--- src/rtl/sensor_debouncer.sv ---
`default_nettype none
// ============================================================================
// Module      : sensor_debouncer
// Description : Two-channel debouncer for the gate sensors A and B. Each raw
//               input is synchronized, then filtered by a four-state FSM that
//               accepts a new level only after DEBOUNCE_CYCLES consecutive
//               synchronized samples. Provides registered levels, one-cycle
//               edge pulses and a saturating count of rejected glitches.
// Revision    : 1.0 - initial release
// ============================================================================
module sensor_debouncer #(
  parameter int unsigned DEBOUNCE_CYCLES = 500,
  parameter int unsigned CNT_W           = 16
) (
  input  logic       clk,
  input  logic       reset,
  input  logic       botonA_raw,
  input  logic       botonB_raw,
  output logic       botonA,
  output logic       botonB,
  output logic       a_rise,
  output logic       a_fall,
  output logic       b_rise,
  output logic       b_fall,
  output logic [7:0] glitch_count
);

  localparam logic [1:0] ST_STABLE0 = 2'd0;
  localparam logic [1:0] ST_PEND1   = 2'd1;
  localparam logic [1:0] ST_STABLE1 = 2'd2;
  localparam logic [1:0] ST_PEND0   = 2'd3;

  localparam logic [CNT_W-1:0] CNT_LAST = CNT_W'(DEBOUNCE_CYCLES - 1);
  localparam logic [CNT_W-1:0] CNT_ONE  = CNT_W'(1);

  // Channel 0 is sensor A, channel 1 is sensor B.
  logic [1:0] raw_w;
  logic [1:0] level_w;
  logic [1:0] rise_w;
  logic [1:0] fall_w;
  logic [1:0] reject_w;

  assign raw_w = {botonB_raw, botonA_raw};

  generate
    for (genvar ch = 0; ch < 2; ch++) begin : g_chan
      logic             sync1_q;
      logic             sync2_q;
      logic [1:0]       state_q;
      logic [1:0]       state_d;
      logic [CNT_W-1:0] cnt_q;
      logic [CNT_W-1:0] cnt_d;
      logic             level_q;
      logic             level_d;
      logic             rise_q;
      logic             rise_d;
      logic             fall_q;
      logic             fall_d;
      logic             reject_d;

      // Two-stage synchronizer for the asynchronous raw sensor input.
      always_ff @(posedge clk or negedge reset) begin
        if (!reset) begin
          sync1_q <= 1'b0;
          sync2_q <= 1'b0;
        end else begin
          sync1_q <= raw_w[ch];
          sync2_q <= sync1_q;
        end
      end

      // FSM state and debounce counter registers.
      always_ff @(posedge clk or negedge reset) begin
        if (!reset) begin
          state_q <= ST_STABLE0;
          cnt_q   <= '0;
        end else begin
          state_q <= state_d;
          cnt_q   <= cnt_d;
        end
      end

      // Next state: a pending level is dropped on the first contrary sample
      // and accepted once the counter has seen DEBOUNCE_CYCLES samples.
      always_comb begin
        state_d = state_q;
        cnt_d   = cnt_q;
        case (state_q)
          ST_STABLE0: begin
            if (sync2_q) begin
              state_d = ST_PEND1;
              cnt_d   = CNT_ONE;
            end else begin
              cnt_d   = '0;
            end
          end
          ST_PEND1: begin
            if (!sync2_q) begin
              state_d = ST_STABLE0;
              cnt_d   = '0;
            end else if (cnt_q == CNT_LAST) begin
              state_d = ST_STABLE1;
              cnt_d   = '0;
            end else begin
              cnt_d   = cnt_q + CNT_ONE;
            end
          end
          ST_STABLE1: begin
            if (!sync2_q) begin
              state_d = ST_PEND0;
              cnt_d   = CNT_ONE;
            end else begin
              cnt_d   = '0;
            end
          end
          ST_PEND0: begin
            if (sync2_q) begin
              state_d = ST_STABLE1;
              cnt_d   = '0;
            end else if (cnt_q == CNT_LAST) begin
              state_d = ST_STABLE0;
              cnt_d   = '0;
            end else begin
              cnt_d   = cnt_q + CNT_ONE;
            end
          end
          default: begin
            state_d = ST_STABLE0;
            cnt_d   = '0;
          end
        endcase
      end

      // Output decode from the transition being taken this cycle.
      always_comb begin
        level_d  = (state_d == ST_STABLE1) || (state_d == ST_PEND0);
        rise_d   = (state_q == ST_PEND1) && (state_d == ST_STABLE1);
        fall_d   = (state_q == ST_PEND0) && (state_d == ST_STABLE0);
        reject_d = ((state_q == ST_PEND1) && (state_d == ST_STABLE0)) ||
                   ((state_q == ST_PEND0) && (state_d == ST_STABLE1));
      end

      // Register level and pulses so they change together on acceptance.
      always_ff @(posedge clk or negedge reset) begin
        if (!reset) begin
          level_q <= 1'b0;
          rise_q  <= 1'b0;
          fall_q  <= 1'b0;
        end else begin
          level_q <= level_d;
          rise_q  <= rise_d;
          fall_q  <= fall_d;
        end
      end

      assign level_w[ch]  = level_q;
      assign rise_w[ch]   = rise_q;
      assign fall_w[ch]   = fall_q;
      assign reject_w[ch] = reject_d;
    end
  endgenerate

  logic [7:0] glitch_q;
  logic [7:0] glitch_d;
  logic [8:0] glitch_sum_w;

  // Add this cycle's rejections from both channels, clamping at 255.
  always_comb begin
    glitch_sum_w = {1'b0, glitch_q} + {8'd0, reject_w[0]} + {8'd0, reject_w[1]};
    glitch_d     = glitch_sum_w[8] ? 8'hFF : glitch_sum_w[7:0];
  end

  // Rejection counter register.
  always_ff @(posedge clk or negedge reset) begin
    if (!reset) begin
      glitch_q <= 8'd0;
    end else begin
      glitch_q <= glitch_d;
    end
  end

  assign botonA       = level_w[0];
  assign botonB       = level_w[1];
  assign a_rise       = rise_w[0];
  assign a_fall       = fall_w[0];
  assign b_rise       = rise_w[1];
  assign b_fall       = fall_w[1];
  assign glitch_count = glitch_q;

endmodule
`default_nettype wire

--- config.mk ---
export PLATFORM = sky130hd
export DESIGN_NAME = sensor_debouncer
export DESIGN_NICKNAME = d
export VERILOG_FILES = /design/src/rtl/sensor_debouncer.sv
export SDC_FILE = /design/constraint.sdc
export NUM_CORES = 1
export LEC_CHECK = 0
export CAP_MARGIN = 20
export CORE_ASPECT_RATIO = 0.6
export CORE_MARGIN = 1.5
export CORE_UTILIZATION = 52
export DETAILED_ROUTE_END_ITERATION = 16
export MAX_ROUTING_LAYER = met4
export PLACE_DENSITY = 0.75
export SYNTH_ARGS = -nofsm -noshare
export SYNTH_HDL_FRONTEND = slang
export SYNTH_SLANG_ARGS = --single-unit
--- constraint.sdc ---
create_clock -name clk -period 2 [get_ports clk]
set_clock_uncertainty 0.15 [all_clocks]
set_input_delay 0.2 -clock clk [delete_from_list [all_inputs] [get_ports clk]]
set_output_delay 0.2 -clock clk [all_outputs]
set_load 0.02 [all_outputs]
After elaboration in Yosys (flattened, before gate mapping). Index checks and enable logic that the tools add are counted.

Input bits: 4. Logic and storage cells: 74. Flip-flop bits (word level): 54. Output and inout port bits: 14.

Mux-type cells: 27. Equality and inequality tests: 12. Reductions and logical operators: 16. Add/subtract/negate cells: 4.

Operators by type and width (number): 16-bit one-hot mux with 4 select lines (2); 16-bit 2-to-1 mux (6); 16-bit by 1-bit adder with 16-bit output (second input constant) (2); 16-bit by 9-bit equality test with 1-bit output (second input constant) (2); 2-bit 2-to-1 mux (12); 2-bit equality test (second input constant) (8); 2-bit one-hot mux with 4 select lines (2); 8-bit by 1-bit adder with 9-bit output (1); 9-bit by 1-bit adder with 9-bit output (1); 1-bit logical AND (8); 2-bit zero test (4); 8-bit 2-to-1 mux (1); 2-bit by 1-bit equality test with 1-bit output (second input constant) (2); 1-bit logical OR (4); 1-bit 2-to-1 mux (4).

Depth between registers and ports, before layout. Gate-level depths: netlist (run 1).

Word-level depth: 10. Depth in mapped cells: 9. Mapped depth without buffers: 9.

Worst setup path before layout (run 1). OpenSTA, ideal clock, no wires.

Path kind: register to register. Start point: reg botonB (netlist name). End point: reg glitch_q[7], in the netlist glitch_count[7]. Path buffers: 0. Path slack: -160 ps. Library setup time: 125 ps. Period minus slack after synthesis: 2160 ps. Required time: 1725 ps. Arrival time: 1885 ps. Stages on the path, launching flop included: 8. Path through: dfrtp_1 > xnor2_1 > nand2_1 > fa_1 > nand3b_1 > nor2_1 > nand3_1 > mux2_2.

RTL lines: end signal: assignment (RTL line 178) `glitch_q <= glitch_d;`; end: declaration (RTL line 163) `logic [7:0] glitch_q;`.

Worst setup path after layout (run 1).
Start point: reg g_chan[0].sync2_q. End point: reg glitch_q[7], in the netlist glitch_count[7].

Word-level cells in the longest chain between the ends: 8. Elaborated cells between the ends (all ways): 13. Those cells by class: add/sub: 2; eq/ne: 1; mux: 6; reduce/logical: 4.

RTL lines: start: declaration (RTL line 48) `logic sync2_q;`; start signal: assignment (RTL line 68) `sync2_q <= sync1_q;`; 2-bit 2-to-1 mux (on tied branches); 2-bit one-hot mux with 4 select lines * (RTL line 88) `case (state_q)`; 2-bit equality test or 2-bit zero test (tied branches) (RTL line 140, 139); 1-bit logical AND (on tied branches) (RTL line 140, 139); 1-bit logical OR * (RTL line 139) `reject_d = ((state_q == ST_PEND1) && (state_d == ST_STABLE0)) ||`; 8-bit by 1-bit adder with 9-bit output * (RTL line 169) `glitch_sum_w = {1'b0, glitch_q} + {8'd0, reject_w[0]} + {8'd0, reject_w[1]};`; 9-bit by 1-bit adder with 9-bit output * (RTL line 169); 8-bit 2-to-1 mux * (RTL line 170) `glitch_d = glitch_sum_w[8] ? 8'hFF : glitch_sum_w[7:0];`; named net glitch_d[7] (RTL line 164) `logic [7:0] glitch_d;`.

Mark *: on every way through the listed nets, which the timed path passes. The rest lies on a longest branch.

==> run summary, run 1 <==
Status -> finished clean
Final Hold Viols -> 0
Critical Path AT -> 2050 ps
Drt first-iter violations -> 97
Unrepaired setup endpoints after global routing -> true
Largest cells by area after synthesis -> dfrtp_1, xor2_1, nor2_1
WP buf/inv -> 0
# diodes -> 0
Post-synth EDFFs -> 0
IO Pins -> 18
Yosys top cell area share -> 0.548
Worst-Skew Late Latency -> 310 ps
Syn_area_per_cell -> 11.1 sq um
Starting Density -> 0.565
WHS Endpoint -> g_chan[0].sync1_q
CP startpoint kind -> flip-flop
Hold Startpoint -> botonA_raw
PortBufs -> 17
Internal power -> 1.66 mW
FF-to-FF setup slack -> 2 ps
Drt wl/cell -> 13.3 um
First-pass GRT wire length -> 7550 um
FF-to-FF Start -> g_chan[0].sync2_q
Clock power frac -> 0.278
Total track usage -> 0.196
Post-DRT Antenna Nets -> 0
Final Cell Area -> 2940 sq um
Sinks on Clock Net -> 53
LEAKAGE -> 1.32 nW
Vias per cell -> 5.13
Nets@finish -> 268
Slowest cell on the critical path -> dfrtp_1
Fillers -> 319
Flop pwr share -> 0.529
CTS clock-pin slew for the worst setup and hold paths -> 100 ps
Total iterations of the first detailed-routing run -> 4
VDD IR max -> 0.799 mV
Core area -> 4280 sq um
Vias -> 1,647
Fin. max-slew vios -> 0
Cell count after synthesis -> 218
Die Y -> 55.8 um
Final cell count without fillers -> 321
Placement Cell Area -> 2800 sq um
Final hold slack -> 172 ps
Logic pwr share -> 0.193
Syn nets -> 226
Worst setup EP type -> flip-flop
Largest stage delay on the critical path -> 420 ps
Switching Share -> 0.291
Final-report setup violation count -> 0
Inserted Clock Buffers -> 5
NetSw -> 0.679 mW
Placed wire-length estimate -> 2980 um
Post-Route WL -> 4260 um
Power per standard cell area -> 796 nW/um^2
CP required -> 2050 ps
Crit-path cells -> xnor2_2, nand2_1, fa_2, nand3b_1, nor2_2, nand3_1, mux2_2
Worst Hold Class -> input port to flip-flop
Largest net degree at the start of global routing -> 39
Cell variety after synth -> 30
Reg-to-reg critical path endpoint -> glitch_count[7]
Max_cap viols -> 0
Worst Tran Pin Value -> 394 ps
Sequential fraction of the synthesis area -> 0.548
Max transition margin -> 0.737
DRC violations left -> 0
Post-synth top area cell -> dfrtp_1
Placed insts -> 310
P&R area growth vs syn -> 21.4%
Share of cells above drive strength 1 -> 0.192
Total power -> 2.34 mW
Minimum clock period -> 2000 ps
Post-layout util -> 0.686
Initial antenna violation count -> 0
Synth Cell Area -> 2420 sq um
Total global routing overflow -> 0
Reg2Reg Depth -> 7
Synth async-reset ratio -> 1.00
Worst Hold Depth -> 1
Rows -> 18
Achievable frequency -> 500 MHz
Synth warn -> 0
Period utilisation layout -> 0.999
CP top delay family -> simple AND/OR/NAND/NOR gates
CP max FO -> 2
CTS tree -> done
Die area -> 5090 sq um
Critical path class -> flip-flop to flip-flop
Routability congestion estimate -> 0.852
Seq cells post-synth -> 53
H-tree depth -> 2
Die Width -> 91.1 um
Root Driver -> clkbuf_8
Vias in the first global route -> 1,621
Leading register cell type out of synthesis -> dfrtp_1
Bufs on Longest Clock Path -> 2
## flip-flops by register name (all words and copies together) (netlist names)
register        cells
botonA              1
g_chan.sync1_q      2
a_fall              1
a_rise              1
b_fall              1
botonB              1
g_chan.sync2_q      2
glitch_count        8
b_rise              1
g_chan.state_q      3
g_chan.cnt_q       32
## routing by layer
layer | global-route usage | part of all wire | up-vias
met5 | - | 0 | -
met4 | 0.0692 | 0.017 | 0
met3 | 0.0533 | 0.047 | 9
met2 | 0.246 | 0.38 | 40
met1 | 0.299 | 0.56 | 767
li1 | - | - | 831
## what timing repair did
item / CTS / global route
hold buffers: 1 / 0
pin swaps: 2 / 2
gates resized for setup: 3 / 2
endpoints found under the hold margin: 15 / 0
setup endpoints to repair: 8 / 8
setup buffers: 2 / 0
## Yosys cell counts (5+ instances only)
cell     number
nand4_1      12
nand2_1      15
buf_6         5
and4_1        8
nor3b_1       6
xor2_1       26
nor2_1       34
dfrtp_1      53
nand3_1      12
xnor2_1       7
## worst register-to-register path: stages (launching register included)
cell and delay (ps):
dfrtp_1 420, xnor2_2 170, nand2_1 100, fa_2 360, nand3b_1 200, nor2_2 130
nand3_1 90, mux2_2 270
## cell usage in the layout (no fill, tap or decap)
cell	netlist	routed
a21boi_0	1	1
a21oi_1	3	3
and2_1	2	2
and3_1	4	4
and4_1	8	8
and4_4	2	2
buf_12	0	2
buf_2	0	1
buf_4	0	23
clkbuf_8	0	6
clkdlybuf4s50_1	0	16
clkinvlp_4	0	1
dfrtp_1	53	52
dfrtp_2	0	1
dlygate4sd3_1	0	1
fa_2	0	1
ha_1	3	3
inv_1	4	4
inv_6	0	1
mux2_2	4	4
nand2_1	15	15
nand2b_1	1	1
nand3_1	12	11
nand3_2	0	1
nand3b_1	1	1
nand4_1	12	12
nor2_1	34	32
nor2_2	2	4
nor3_2	0	1
nor3b_1	6	6
nor4_1	2	2
nor4b_1	2	2
o21a_1	1	1
o21ai_1	0	1
or3b_1	2	2
xnor2_1	7	5
xnor2_2	0	2
xor2_1	26	26
## how the worst max path moves through the flow
stage / to / cells after the start / startpoint
3_3_place_gp: glitch_count[5] / 9 / g_chan[0].state_q[1]
3_5_place_dp: glitch_count[5] / 9 / g_chan[0].state_q[1]
2_1_floorplan: glitch_count[7] / 7 / botonB
6_report: glitch_count[7] / 7 / g_chan[0].sync2_q
5_1_grt: glitch_count[7] / 7 / g_chan[0].sync2_q
4_1_cts: glitch_count[7] / 7 / g_chan[0].sync2_q
## kinds of logic (layout without fill, tap and decap cells)
| family | count (synthesis) | count (layout) | share of synthesized area |
|---|---|---|---|
| buf+inv | 12 | 55 | 0.0388 |
| compound gates | 6 | 6 | 0.0145 |
| fa+ha+maj | 4 | 4 | 0.0238 |
| xor+xnor | 33 | 33 | 0.119 |
| flops | 53 | 53 | 0.548 |
| mux | 4 | 4 | 0.0186 |
| simple gates | 106 | 106 | 0.237 |
## power groups by stage
stage                     logic, mW  registers [mW]  clock network (mW)
after global placement        0.437            1.25                   0
after global routing          0.492            1.25               0.713
after floorplan               0.148            1.32                   0
after CTS                     0.451            1.24               0.674
after detailed placement      0.443            1.25                   0
final                         0.450            1.24               0.650
## area by class of cell
class                           count  area [sq um]  area share
Tap cell                           60          75.1      0.0256
Sequential cell                    53          1330       0.452
Clock buffer                        6          82.6      0.0281
Clock inverter                      2          16.3     0.00554
Inverter                            4          15.0     0.00511
Timing Repair Buffer               43           388       0.132
Multi-Input combinational cell    153          1030       0.352
## metrics by stage
step	setup TNS, ps	setup WS (ps)
after CTS	-3.78	-3.78
final	0	1.56
after detailed placement	-203	-63.1
after global placement	-8.87	-8.87
after floorplan	-69.4	-46.2
after global routing	-566	-98.4
No activity file was read; power rests on OpenSTA's default activity.
==> inputs of run 2 (changes only) <==
Settings changed: MAX_ROUTING_LAYER met4 to not set.
==> run summary, run 2 (same netlist as run 1, synthesis figures left out) <==
Status -> finished clean (unchanged)
Sinks on Clock Net -> 53 (unchanged)
Share of cells above drive strength 1 -> 0.192 (unchanged)
P&R area growth vs syn -> 21.4% (unchanged)
Crit path launch -> g_chan[0].sync2_q (unchanged)
Crit-path cells -> xnor2_2, nand2_1, fa_2, nand3b_1, nor2_2, nand3_1, mux2_2 (unchanged)
Final Hold Viols -> 0 (unchanged)
CP startpoint kind -> flip-flop (unchanged)
Largest stage delay on the critical path -> 420 ps (about the same)
Max_cap viols -> 0 (unchanged)
DRC violations left -> 0 (unchanged)
Nets@finish -> 268 (unchanged)
Period utilisation layout -> 0.999 (about the same)
Most common cell after layout, fill and taps aside -> dfrtp_1 (unchanged)
CP top delay family -> simple AND/OR/NAND/NOR gates (unchanged)
# diodes -> 0 (unchanged)
Fin. max-slew vios -> 0 (unchanged)
Die Width -> 91.1 um (unchanged)
Final hold slack -> 175 ps (was 172 ps)
Max reg flops -> 32 (unchanged)
Worst Hold Depth -> 1 (unchanged)
Critical Path AT -> 2050 ps (about the same)
Starting Density -> 0.565 (unchanged)
CTS clock-pin slew for the worst setup and hold paths -> 100 ps (about the same)
Worst-Skew Late Latency -> 310 ps (about the same)
Fillers -> 319 (unchanged)
Unrepaired setup endpoints after global routing -> true (unchanged)
Slowest cell on the critical path -> dfrtp_1 (unchanged)
Worst Tran Pin Value -> 400 ps (was 394 ps)
Total power -> 2.33 mW (was 2.34 mW)
Critical path class -> flip-flop to flip-flop (unchanged)
Post-Route WL -> 4240 um (was 4260 um)
Max transition margin -> 0.734 (was 0.737)
Rows -> 18 (unchanged)
Vias per cell -> 5.13 (about the same)
Worst Hold Class -> input port to flip-flop (unchanged)
Routability congestion estimate -> 0.839 (was 0.852)
Worst setup EP type -> flip-flop (unchanged)
Final-report setup violation count -> 0 (unchanged)
Total iterations of the first detailed-routing run -> 4 (unchanged)
Reg-to-reg critical path endpoint -> glitch_count[7] (unchanged)
Largest net degree at the start of global routing -> 39 (unchanged)
Die area -> 5090 sq um (unchanged)
CP max FO -> 2 (unchanged)
Minimum clock period -> 2000 ps (about the same)
Commonest non-fill, non-tap cells in the layout -> dfrtp_1, nor2_1, xor2_1, buf_4, clkdlybuf4s50_1 (unchanged)
H-tree depth -> 2 (unchanged)
Inserted Clock Buffers -> 5 (unchanged)
Vias -> 1,646 (was 1,647)
VDD IR max -> 0.800 mV (was 0.799 mV)
Initial antenna violation count -> 0 (unchanged)
Vias in the first global route -> 1,621 (unchanged)
IO Pins -> 18 (unchanged)
FF-to-FF setup slack -> 2 ps (about the same)
Total global routing overflow -> 0 (unchanged)
Post-DRT Antenna Nets -> 0 (unchanged)
LEAKAGE -> 1.32 nW (unchanged)
Largest Register -> g_chan.cnt_q (unchanged)
CTS tree -> done (unchanged)
Achievable frequency -> 500 MHz (about the same)
First-pass GRT wire length -> 7550 um (unchanged)
Power per standard cell area -> 795 nW/um^2 (was 796 nW/um^2)
WP buf/inv -> 0 (unchanged)
FF-to-FF Start -> g_chan[0].sync2_q (unchanged)
Placed wire-length estimate -> 2980 um (unchanged)
Bufs on Longest Clock Path -> 2 (unchanged)
Drt wl/cell -> 13.2 um (was 13.3 um)
Root Driver -> clkbuf_8 (unchanged)
Total track usage -> 0.191 (was 0.196)
CP required -> 2050 ps (about the same)
Die Y -> 55.8 um (unchanged)
Reg2Reg Depth -> 7 (unchanged)
Drt first-iter violations -> 97 (unchanged)
Placed insts -> 310 (unchanged)
WHS Endpoint -> g_chan[0].sync1_q (unchanged)
Hold Startpoint -> botonA_raw (unchanged)
PortBufs -> 17 (unchanged)
Final cell count without fillers -> 321 (unchanged)
Core area -> 4280 sq um (unchanged)
## run 2: cell counts in the layout (fill, tap and decap cells not counted)
Identical to the previous run, type by type.
## run 2: per-stage QoR
stage,utilization,area [sq um],worst slack [ps],TNS (ps)
2_1_floorplan,-,2440,-46.2,-69.4
3_3_place_gp,0.654,2800,-8.87,-8.87
3_5_place_dp,0.654,2800,-63.1,-203
4_1_cts,0.686,2930,-3.78,-3.78
5_1_grt,0.686,2940,-98.4,-566
6_report,0.686,2940,1.96,0
## run 2: cell type report
cell class                 count  area [sq um]  area share
inverter                       4          15.0     0.00511
timing repair buffer          43           388       0.132
clock buffer                   6          82.6      0.0281
sequential                    53          1330       0.452
multi-input combinational    153          1030       0.352
clock inverter                 2          16.3     0.00554
tap                           60          75.1      0.0256
## run 2: repair_timing
action | in CTS | in global routing
pin swaps | 2 | 2
setup endpoints to repair | 8 | 8
buffers inserted | 2 | 0
resized for setup | 3 | 2
hold buffers | 1 | 0
endpoints found under the hold margin | 15 | 0
## run 2: where the power goes
part	leakage [nW]	switching (mW)	internal, mW
combinational	0.562	0.225	0.225
clock	0.0478	0.363	0.286
sequential	0.709	0.0887	1.15
## run 2: how the worst max path moves through the flow
stage	to	slack, ps	cells past startpoint
floorplan	glitch_count[7]	-50	7
global placement	glitch_count[5]	-9	9
detailed placement	glitch_count[5]	-60	9
CTS	glitch_count[7]	-4	7
global route	glitch_count[7]	-100	7
finish	glitch_count[7]	2	7
## run 2: per-layer routing
layer	GRT usage	vias to the layer above	part of all wire
met1	0.299	760	0.55
met5	0	-	0
li1	-	832	-
met2	0.246	45	0.38
met3	0.0533	9	0.056
met4	0.0692	0	0.017
==> inputs of run 3 (changes only) <==
Settings changed: SLEW_MARGIN set to 0.
==> results of run 3 <==
Same layout as run 2: the final DEF is identical, and so are final timing and power.
